**src/rtl/imem_dmem_loader.sv**
```systemverilog
`default_nettype none
// ============================================================================
// imem_dmem_loader : host writer for I_Mem/D_Mem; holds cpu_rst until RUN.
// Optional checksum: define LOADER_CKSUM_EN.         Revision: 1.0
// ============================================================================
module imem_dmem_loader #(
  parameter int IM_DEPTH = 9,
  parameter int DM_DEPTH = 8,
  parameter int I_WIDTH  = 32,
  parameter int D_WIDTH  = 64
) (
  input  logic                clk,
  input  logic                rst,
  input  logic [1:0]          cmd_i,
  input  logic [IM_DEPTH-1:0] cmd_base_i,
  input  logic [IM_DEPTH-1:0] cmd_len_i,
  input  logic                cmd_valid_i,
  output logic                cmd_ready_o,
  input  logic [I_WIDTH-1:0]  wdata_i,
  input  logic                wvalid_i,
  output logic                wready_o,
  output logic                imem_we_o,
  output logic [IM_DEPTH-1:0] imem_addr_o,
  output logic [I_WIDTH-1:0]  imem_din_o,
  output logic                dmem_we_o,
  output logic [DM_DEPTH-1:0] dmem_addr_o,
  output logic [D_WIDTH-1:0]  dmem_din_o,
  output logic                cpu_rst_o,
  output logic                busy_o,
  output logic                done_o,
  output logic                err_o,
  output logic [I_WIDTH-1:0]  cksum_o
);

  localparam logic [1:0] C_HALT   = 2'd0;
  localparam logic [1:0] C_LOAD_I = 2'd1;
  localparam logic [1:0] C_LOAD_D = 2'd2;
  localparam logic [1:0] C_RUN    = 2'd3;
  localparam logic [IM_DEPTH-1:0] C_ONE = IM_DEPTH'(1);

  typedef enum logic [2:0] {
    S_IDLE    = 3'd0,
    S_LOAD_I  = 3'd1,
    S_LOAD_D_LO = 3'd2,
    S_LOAD_D_HI = 3'd3,
    S_RUN     = 3'd4
  } state_t;

  state_t               state_q, state_d;
  logic [IM_DEPTH-1:0]  ptr_q, ptr_d;
  logic [IM_DEPTH-1:0]  rem_q, rem_d;
  logic [I_WIDTH-1:0]   lo_q, lo_d;
  logic                 imem_we_q, imem_we_d;
  logic [IM_DEPTH-1:0]  imem_addr_q, imem_addr_d;
  logic [I_WIDTH-1:0]   imem_din_q, imem_din_d;
  logic                 dmem_we_q, dmem_we_d;
  logic [DM_DEPTH-1:0]  dmem_addr_q, dmem_addr_d;
  logic [D_WIDTH-1:0]   dmem_din_q, dmem_din_d;
  logic                 cpu_rst_q, cpu_rst_d;
  logic                 done_q, done_d;
  logic                 err_q, err_d;
  logic                 cmd_fire, w_fire;

  assign cmd_ready_o = (state_q == S_IDLE) || (state_q == S_RUN);
  assign wready_o    = (state_q == S_LOAD_I) || (state_q == S_LOAD_D_LO) ||
                       (state_q == S_LOAD_D_HI);
  assign busy_o      = wready_o;
  assign cmd_fire    = cmd_valid_i && cmd_ready_o;
  assign w_fire      = wvalid_i && wready_o;

  always_ff @(posedge clk) begin
    if (rst) begin
      state_q     <= S_IDLE;
      ptr_q       <= '0;
      rem_q       <= '0;
      lo_q        <= '0;
      imem_we_q   <= 1'b0;
      imem_addr_q <= '0;
      imem_din_q  <= '0;
      dmem_we_q   <= 1'b0;
      dmem_addr_q <= '0;
      dmem_din_q  <= '0;
      cpu_rst_q   <= 1'b1;
      done_q      <= 1'b0;
      err_q       <= 1'b0;
    end else begin
      state_q     <= state_d;
      ptr_q       <= ptr_d;
      rem_q       <= rem_d;
      lo_q        <= lo_d;
      imem_we_q   <= imem_we_d;
      imem_addr_q <= imem_addr_d;
      imem_din_q  <= imem_din_d;
      dmem_we_q   <= dmem_we_d;
      dmem_addr_q <= dmem_addr_d;
      dmem_din_q  <= dmem_din_d;
      cpu_rst_q   <= cpu_rst_d;
      done_q      <= done_d;
      err_q       <= err_d;
    end
  end

  always_comb begin
    state_d     = state_q;
    ptr_d       = ptr_q;
    rem_d       = rem_q;
    lo_d        = lo_q;
    imem_we_d   = 1'b0;
    imem_addr_d = imem_addr_q;
    imem_din_d  = imem_din_q;
    dmem_we_d   = 1'b0;
    dmem_addr_d = dmem_addr_q;
    dmem_din_d  = dmem_din_q;
    done_d      = 1'b0;
    err_d       = err_q;

    case (state_q)
      S_IDLE: begin
        if (cmd_fire) begin
          ptr_d = cmd_base_i;
          rem_d = cmd_len_i;
          case (cmd_i)
            C_LOAD_I: begin
              if (cmd_len_i == '0) done_d = 1'b1;
              else                 state_d = S_LOAD_I;
            end
            C_LOAD_D: begin
              if (cmd_len_i == '0) done_d = 1'b1;
              else                 state_d = S_LOAD_D_LO;
            end
            C_RUN:   state_d = S_RUN;
            default: ;
          endcase
        end
      end
      S_LOAD_I: begin
        if (w_fire) begin
          imem_we_d   = 1'b1;
          imem_addr_d = ptr_q;
          imem_din_d  = wdata_i;
          ptr_d       = ptr_q + C_ONE;
          rem_d       = rem_q - C_ONE;
          if (rem_q == C_ONE) begin
            done_d  = 1'b1;
            state_d = S_IDLE;
          end
        end
      end
      S_LOAD_D_LO: begin
        if (w_fire) begin
          lo_d    = wdata_i;
          state_d = S_LOAD_D_HI;
        end
      end
      S_LOAD_D_HI: begin
        if (w_fire) begin
          // Upper ptr bits are ignored so D_Mem addresses wrap at 2^DM_DEPTH.
          dmem_we_d   = 1'b1;
          dmem_addr_d = ptr_q[DM_DEPTH-1:0];
          dmem_din_d  = {wdata_i, lo_q};
          ptr_d       = ptr_q + C_ONE;
          rem_d       = rem_q - C_ONE;
          if (rem_q == C_ONE) begin
            done_d  = 1'b1;
            state_d = S_IDLE;
          end else begin
            state_d = S_LOAD_D_LO;
          end
        end
      end
      S_RUN: begin
        if (cmd_fire) begin
          if (cmd_i == C_HALT) state_d = S_IDLE;
          else                 err_d   = 1'b1;
        end
      end
      default: state_d = S_IDLE;
    endcase

    cpu_rst_d = (state_d != S_RUN);
  end

  assign imem_we_o   = imem_we_q;
  assign imem_addr_o = imem_addr_q;
  assign imem_din_o  = imem_din_q;
  assign dmem_we_o   = dmem_we_q;
  assign dmem_addr_o = dmem_addr_q;
  assign dmem_din_o  = dmem_din_q;
  assign cpu_rst_o   = cpu_rst_q;
  assign done_o      = done_q;
  assign err_o       = err_q;

`ifdef LOADER_CKSUM_EN
  logic [I_WIDTH-1:0] cksum_q, cksum_d;

  always_comb begin
    cksum_d = cksum_q;
    if (cmd_fire)    cksum_d = '0;
    else if (w_fire) cksum_d = cksum_q ^ wdata_i;
  end

  always_ff @(posedge clk) begin
    if (rst) cksum_q <= '0;
    else     cksum_q <= cksum_d;
  end

  assign cksum_o = cksum_q;
`else
  assign cksum_o = '0;
`endif

endmodule
`default_nettype wire

```
**config.mk**
```make
export PLATFORM = sky130hd
export DESIGN_NAME = imem_dmem_loader
export DESIGN_NICKNAME = d
export VERILOG_FILES = /design/src/rtl/imem_dmem_loader.sv
export SDC_FILE = /design/constraint.sdc
export NUM_CORES = 1
export LEC_CHECK = 0
export CORE_UTILIZATION = 50
export CTS_CLUSTER_DIAMETER = 50
export CTS_CLUSTER_SIZE = 40
export DETAILED_ROUTE_END_ITERATION = 16
export PLACE_DENSITY_LB_ADDON = 0.1
export SLEW_MARGIN = 30
export SYNTH_ARGS = -nofsm -noshare
export SYNTH_HDL_FRONTEND = slang
export SYNTH_SLANG_ARGS = --single-unit
```
**constraint.sdc**
```tcl
create_clock -name clk -period 5 [get_ports clk]
set_input_delay 1 -clock clk [delete_from_list [all_inputs] [get_ports clk]]
set_output_delay 1 -clock clk [all_outputs]
set_load 0.02 [all_outputs]
```
==> results of run 1 <==
-- registers in the layout, indices dropped and copies added (netlist names) --
| register | cells |
|---|---|
| imem_addr_o | 9 |
| imem_we_o | 1 |
| lo_q | 32 |
| dmem_we_o | 1 |
| imem_din_o | 32 |
| dmem_addr_o | 8 |
| done_o | 1 |
| dmem_din_o | 64 |
| rem_q | 9 |
| ptr_q | 9 |
| err_o | 1 |
| state_q | 3 |
| cpu_rst_o | 1 |
-- logic make-up after synthesis --
group	after synthesis	share of synthesized area (%)
AO/OA/AOI/OAI	206	16.8
XOR/XNOR	1	0.129
adder cells (fa/ha/maj)	7	1.29
buffers and inverters	103	8.37
flip-flops	171	50.4
multiplexers	1	0.166
other	1	0.0552
AND/OR/NAND/NOR	372	22.8
-- routing by layer --
metal	up-vias	track usage, %	share of wire [%]
met4	0	7.20	1.0
met5	-	0	0
met3	14	5.89	6.0
li1	3062	-	-
met2	189	37.7	47
met1	2816	31.9	46
-- cells in the mapped netlist (all sizes together), types with 2 or more instances --
library cell	count
nor2	17
nor3	8
a21oi	165
a21o	2
o32ai	6
nand3	6
or3b	2
nand2b	5
a311oi	2
and2	3
nand2	307
nor3b	2
dfxtp	171
nor4	4
or4	2
nand4	4
ha	7
o31a	4
nor2b	4
clkbuf	32
buf	61
or3	4
o21ai	14
a211oi	5
inv	10
a22oi	2
-- worst register-to-register path, stage by stage (launching register included) --
cell	delay, ns
dfxtp_1	0.59
nor2b_1	0.35
nand3b_1	0.68
buf_4	0.51
nand2_1	0.11
a21oi_1	0.07
-- where the power goes --
group          switching, mW  internal [mW]
Combinational          0.175          0.119
Sequential            0.0343           1.40
Clock                  0.503          0.711
-- cells in the final DEF, fill, tap and decap left out, types with 7 or more instances in the layout --
master           synthesis  routed
clkbuf_1                31       7
nor2_1                  16      16
clkdlybuf4s50_1          0     175
o21ai_0                 12      12
inv_1                   10      10
dfxtp_1                171     171
ha_1                     7       7
a21oi_1                164     164
nand2_1                307     307
clkbuf_16                0      17
conb_1                   1      32
buf_4                   37      11
-- path summary, 6_finish.rpt --
check | end | start
worst max-delay path | busy_o | state_q[0]$_SDFF_PP0_
worst min-delay path | dmem_din_o[5]$_SDFFE_PP0P_ | dmem_din_o[5]$_SDFFE_PP0P_
worst max register to register | imem_din_o[20]$_SDFFE_PP0P_ | state_q[0]$_SDFF_PP0_
worst min register to register | dmem_din_o[5]$_SDFFE_PP0P_ | dmem_din_o[5]$_SDFFE_PP0P_
-- through the flow --
stage	instances	utilization (%)	setup WS [ns]	hold WS, ns	area, um^2
global route	1194	67.9	1.95	0.466	9000
CTS	1194	67.9	2.05	0.454	9000
finish	1194	67.9	2.04	0.451	9000
floorplan	893	-	2.73	0.432	6910
detailed placement	1162	63.8	1.72	0.444	8450
global placement	1162	63.8	1.77	0.437	8450
-- layout make-up --
class / count / area, um^2 / share of cell area, %
Sequential cell: 171 / 3420 / 38.0
Multi-Input combinational cell: 619 / 2940 / 32.7
Timing Repair Buffer: 186 / 1830 / 20.4
Clock buffer: 26 / 479 / 5.33
Tap cell: 176 / 220 / 2.45
Clock inverter: 6 / 63.8 / 0.709
Inverter: 10 / 37.5 / 0.417
==> load_flow_metrics.sql, run 1 <==
INSERT INTO impl_metrics (metric_group, metric, value, unit) VALUES
('worst_hold_path', 'hold_class', 'reg -> reg', ''),
('timing', 'fin_worst_skew', '0.00758', 'ns'),
('critical_path', 'critPathMaxFanout', '11', ''),
('critical_path', 'critical_path.max_stage_delay', '0.63', 'ns'),
('synthesis', 'synth_cell_types', '52', ''),
('synthesis', 'yosys_register_bits', '171', ''),
('final_layout', 'finalNetCount', '1068', ''),
('synthesis', 'syn-cell-area', '6800', 'um^2'),
('floorplanning', 'die_h', '119', 'um'),
('timing', 'final_hold_viol_count', '0', ''),
('synthesis', 'syn_area_per_cell', '7.89', 'um^2'),
('power', 'power.static_leakage', '3.05', 'nW'),
('power', 'peak_vdd_ir', '0.198', 'mV'),
('timing', 'final.min_clock_period', '2.96', 'ns'),
('critical_path', 'worst_path_max_delay_cell', 'clkdlybuf4s50_1', ''),
('floorplanning', 'boundaryPins', '209', ''),
('route', 'number_of_violations_reported_at_the_end_of_detailed_routing_iteration_0', '430', ''),
('grt', 'first_global_vias', '5223', ''),
('status', 'run_status', 'finished clean', ''),
('route', 'routed_wirelength', '16900', 'um'),
('critical_path', 'total_number_of_cells_along_the_worst_setup_path', '3', ''),
('critical_path', 'reg2reg_depth', '5', ''),
('floorplanning', 'floorplan.die_area', '14100', 'um^2'),
('route', 'drc', '0', ''),
('floorplanning', 'floorplan.core_area', '13200', 'um^2'),
('synthesis', 'synth_seq_area_share', '50.4', '%'),
('clock_tree', 'cts_inserted_buffers', '17', ''),
('clock_tree', 'cts_tree', 'done', ''),
('floorplanning', 'dieWidth', '119', 'um'),
('final_layout', 'area_growth', '32.4', '%'),
('clock_tree', 'post-cts-setup-buffers', '0', ''),
('critical_path', 'cp_cell_sequence', 'nor2_1 -> nor2_1 -> clkdlybuf4s50_1', ''),
('clock_tree', 'cts.sinks', '171', ''),
('timing', 'final-max-slew-violation-count', '0', ''),
('critical_path', 'critPathCaptureType', 'output pin', ''),
('timing', 'fin_tns_setup', '0', 'ns'),
('critical_path', 'required_time_of_the_critical_path', '4.00', 'ns'),
('grt', 'grt_max_degree', '74', ''),
('critical_path', 'cp_common_cell', 'nor2_1', ''),
('route', 'avg_vias_per_cell', '5.09', ''),
('final_layout', 'antennaDiodeCount', '0', ''),
('critical_path', 'worst_path_dominant_cell_family', 'buffers and inverters', ''),
('grt', 'grt_usage', '23.8', '%'),
('synthesis', 'area_share_of_the_largest_cell_type_after_synthesis', '50.4', '%'),
('grt', 'antenna_found_initial', '0', ''),
('clock_tree', 'cts_buffer_depth', '2', ''),
('floorplanning', 'core.rowCount', '42', ''),
('flow_run', 'cap_viol_max_count', '0', ''),
('clock_tree', 'ctsResizeCount', '0', ''),
('critical_path', 'arrival', '1.96', 'ns'),
('clock_tree', 'ctsRootBufferMaster', 'clkbuf_16', ''),
('final_layout', 'drive_above_1_share', '4.81', '%'),
('synthesis', 'synth_top_area_cell', 'dfxtp_1', ''),
('clock_tree', 'clk_latency', '0.42', 'ns'),
('route', 'via_count', '6081', ''),
('placed_design', 'buffer_ports.inserted', '176', ''),
('timing', 'clock.fmax', '338', 'MHz'),
('route', 'drtPass1Iterations', '5', ''),
('worst_hold_path', 'hold_path_depth', '2', ''),
('critical_path', 'timing.critical_path.buf_inv', '1', ''),
('timing', 'rsz0062_at_grt', 'no', ''),
('clock_tree', 'cts_hold_buffers', '0', ''),
('timing', 'worstMarginPinSlew', '0.902', 'ns'),
('final_layout', 'fillCellCount', '1141', ''),
('power', 'power.density', '327', 'nW/um^2'),
('critical_path', 'reg2reg_slack', '2.56', 'ns'),
('route', 'detail-route-antenna-nets', '0', ''),
('floorplanning', 'initial_utilization', '51.3', '%'),
('critical_path', 'setup.worst_path.start_class', 'flip-flop', ''),
('timing', 'timing.final.crit_share', '59.2', '%'),
('grt', 'global_route.overflow_total', '0', '');
(Power assumes the default switching activity.)
==> run 2: changes to the inputs <==
CORE_UTILIZATION = 47   (was 50)
clock period = 2.74 ns   (was 5 ns; I/O delays follow)
==> run 2 against run 1 <==
Hold slack worse by 0.0019 ns. Wire length is 0.22% lower. Sequential cell count stayed put. Worst setup slack worse by 1.8 ns. Combinational power is 87% higher. Non-clock buffer count is 3 higher. Clock-buffer cell count is 6 lower. Clock power is 100% higher. Sequential share of layout area is 0.78 points lower. Cell count is 0.59% higher. Critical endpoint unchanged.
==> load_flow_metrics.sql, run 2 (synthesis results as in run 1) <==
INSERT INTO impl_metrics (metric_group, metric, value, unit) VALUES
('status', 'run_status', 'finished clean', ''),
('timing', 'worstMarginPinSlew', '0.758', 'ns'),
('grt', 'grt_max_degree', '67', ''),
('worst_hold_path', 'whs_endpoint', 'dmem_din_o[31]$_SDFFE_PP0P_', ''),
('grt', 'global_route.overflow_total', '0', ''),
('placed_design', 'dp_slack', '0.402', 'ns'),
('critical_path', 'critPathCaptureType', 'output pin', ''),
('power', 'switching_power', '1.39', 'mW'),
('final_layout', 'layout.cells.most_common_list', 'nand2_1 (307), clkdlybuf4s50_1 (175), dfxtp_1 (171), a21oi_1 (164), conb_1 (32)', ''),
('route', 'avg_vias_per_cell', '5.01', ''),
('final_layout', 'multiInputGateArea', '2940', 'um^2'),
('timing', 'final-max-slew-violation-count', '0', ''),
('power', 'power.static_leakage', '3.14', 'nW'),
('timing', 'rsz0062_at_grt', 'no', ''),
('final_layout', 'area_growth', '35.1', '%'),
('floorplanning', 'core.rowCount', '43', ''),
('route', 'detail-route-antenna-nets', '0', ''),
('power', 'power_frac_clock', '43.5', '%'),
('critical_path', 'critPathMaxFanout', '11', ''),
('critical_path', 'required_time_of_the_critical_path', '2.19', 'ns'),
('route', 'drtPass1Iterations', '5', ''),
('clock_tree', 'cts_tree', 'done', ''),
('worst_hold_path', 'hold_class', 'reg -> reg', ''),
('power', 'peak_vdd_ir', '0.402', 'mV'),
('critical_path', 'reg2reg_slack', '0.82', 'ns'),
('final_layout', 'leading_cell_type_in_the_layout_fill_and_taps_excluded', 'nand2_1', ''),
('clock_tree', 'cts_inserted_buffers', '17', ''),
('power', 'power.density', '609', 'nW/um^2'),
('placed_design', 'detailedPlacementHpwl', '10900', 'um'),
('floorplanning', 'floorplan.die_area', '14900', 'um^2'),
('final_layout', 'antennaDiodeCount', '0', ''),
('clock_tree', 'clkTransAtPathRegs', '0.06', 'ns'),
('floorplanning', 'die_h', '122', 'um'),
('placed_design', 'buffer_ports.inserted', '176', ''),
('floorplanning', 'initial_utilization', '48.6', '%'),
('final_layout', 'fillCellCount', '1261', ''),
('final_layout', 'register_area', '3420', 'um^2'),
('clock_tree', 'cts_buffer_depth', '2', ''),
('critical_path', 'setup.worst_path.start_class', 'flip-flop', ''),
('clock_tree', 'number_of_h_tree_levels', '4', ''),
('clock_tree', 'post-cts-setup-buffers', '0', ''),
('clock_tree', 'ctsResizeCount', '0', ''),
('flow_run', 'cap_viol_max_count', '0', ''),
('route', 'via_count', '6019', ''),
('clock_tree', 'cts_hold_buffers', '0', ''),
('grt', 'global_route_wire_length_before_repair', '26500', 'um'),
('critical_path', 'setup.worst_path.class', 'reg -> out', ''),
('worst_hold_path', 'hold_path_depth', '2', ''),
('route', 'routed_wirelength', '16900', 'um'),
('power', 'swShare', '24.8', '%'),
('timing', 'fin_worst_skew', '0.00733', 'ns'),
('final_layout', 'largest_register_ffs', '64', ''),
('grt', 'grt_usage', '22.6', '%'),
('route', 'number_of_violations_reported_at_the_end_of_detailed_routing_iteration_0', '403', ''),
('timing', 'setup_viol_count_final', '0', ''),
('critical_path', 'crit-reg2reg-launch', 'state_q[0]$_SDFF_PP0_', ''),
('floorplanning', 'dieWidth', '122', 'um'),
('grt', 'antenna_found_initial', '0', ''),
('power', 'power_report.internal_total', '4.20', 'mW'),
('route', 'drc', '0', ''),
('final_layout', 'drive_above_1_share', '5.78', '%'),
('timing', 'timing.final.ws_setup', '0.247', 'ns'),
('route', 'avgRoutedWirePerCell', '14.0', 'um'),
('placed_design', 'routabilityCongestion', '0.811', ''),
('floorplanning', 'boundaryPins', '209', ''),
('timing', 'final.min_clock_period', '2.49', 'ns'),
('timing', 'clock.fmax', '401', 'MHz'),
('clock_tree', 'cts.sinks', '171', ''),
('timing', 'timing.max_slew.rel_slack', '49.5', '%'),
('clock_tree', 'clk_latency', '0.41', 'ns'),
('power', 'power_frac_comb', '9.9', '%'),
('grt', 'first_global_vias', '5201', ''),
('timing', 'timing.final.crit_share', '91.0', '%'),
('critical_path', 'reg2reg_depth', '5', ''),
('worst_hold_path', 'worstHoldStart', 'lo_q[31]$_SDFFE_PP0P_', ''),
('floorplanning', 'floorplan.core_area', '14000', 'um^2'),
('critical_path', 'rr_endpoint', 'dmem_addr_o[1]$_SDFFE_PP0P_', ''),
('timing', 'final_hold_viol_count', '0', ''),
('timing', 'fin_tns_setup', '0', 'ns'),
('final_layout', 'finalNetCount', '1071', ''),
('power', 'power.sequential.fraction', '46.7', '%'),
('clock_tree', 'ctsRootBufferMaster', 'clkbuf_16', ''),
('critical_path', 'arrival', '1.94', 'ns');
[run 2: cell count changes in the layout (fill, tap and decap cells not counted), moves of 3 or more]
cell,delta
clkbuf_1,-7
buf_4,-5
buf_12,+8
inv_6,+3
[run 2: how the worst max path moves through the flow]
stage / end / slack, ns / start
6_report: busy_o / 0.25 / state_q[0]$_SDFF_PP0_
5_1_grt: busy_o / 0.13 / state_q[0]$_SDFF_PP0_
4_1_cts: busy_o / 0.22 / state_q[0]$_SDFF_PP0_
3_5_place_dp: lo_q[8]$_SDFFE_PP0P_ / 0.40 / wvalid_i
3_3_place_gp: lo_q[3]$_SDFFE_PP0P_ / 0.43 / wvalid_i
2_1_floorplan: wready_o / 0.92 / state_q[0]$_SDFF_PP0_
[run 2: cell type report]
type                    instances  share of cell area [%]
multi-input cells             619                    32.0
inverters                      10                   0.409
clock buffers                  20                    5.08
repair buffers                189                    21.3
well taps                     180                    2.45
clock inverters                12                    1.48
flip-flops and latches        171                    37.3
[run 2: stage by stage]
stage               hold slack [ns]  power (mW)  cell area, um^2  cells  util [%]
global route                  0.466        5.81             9190   1201      65.7
CTS                           0.452        5.63             9190   1201      65.7
global placement              0.441        3.21             8580   1169      61.4
finish                        0.449        5.59             9190   1201      65.7
floorplan                     0.432        3.03             6910    893         -
detailed placement            0.441        3.21             8580   1169      61.4
[run 2: critical path: stages (launching register included)]
cell and delay (ns):
dfxtp_1 0.58, nor2_1 0.17, nor2_1 0.16, clkdlybuf4s50_1 0.63
[run 2: power by group through the flow]
stage / Clock, mW / Sequential (mW) / Combinational [mW]
floorplan: 0 / 2.66 / 0.366
global placement: 0 / 2.66 / 0.546
detailed placement: 0 / 2.66 / 0.547
CTS: 2.47 / 2.61 / 0.551
global route: 2.59 / 2.62 / 0.603
finish: 2.43 / 2.61 / 0.551
[run 2: per-layer routing]
layer	GRT usage, %	part of all wire [%]	up-vias
met2	34.4	46	177
met3	6.55	6.6	4
met1	31.1	47	2767
met4	5.79	0.45	0
li1	-	-	3071
met5	0	0	-
==> run 3: changes to the inputs <==
SKIP_CTS_REPAIR_TIMING = 1   (was unset)
==> results of run 3 <==
The final DEF is identical to that of run 2; final timing and power are the same.
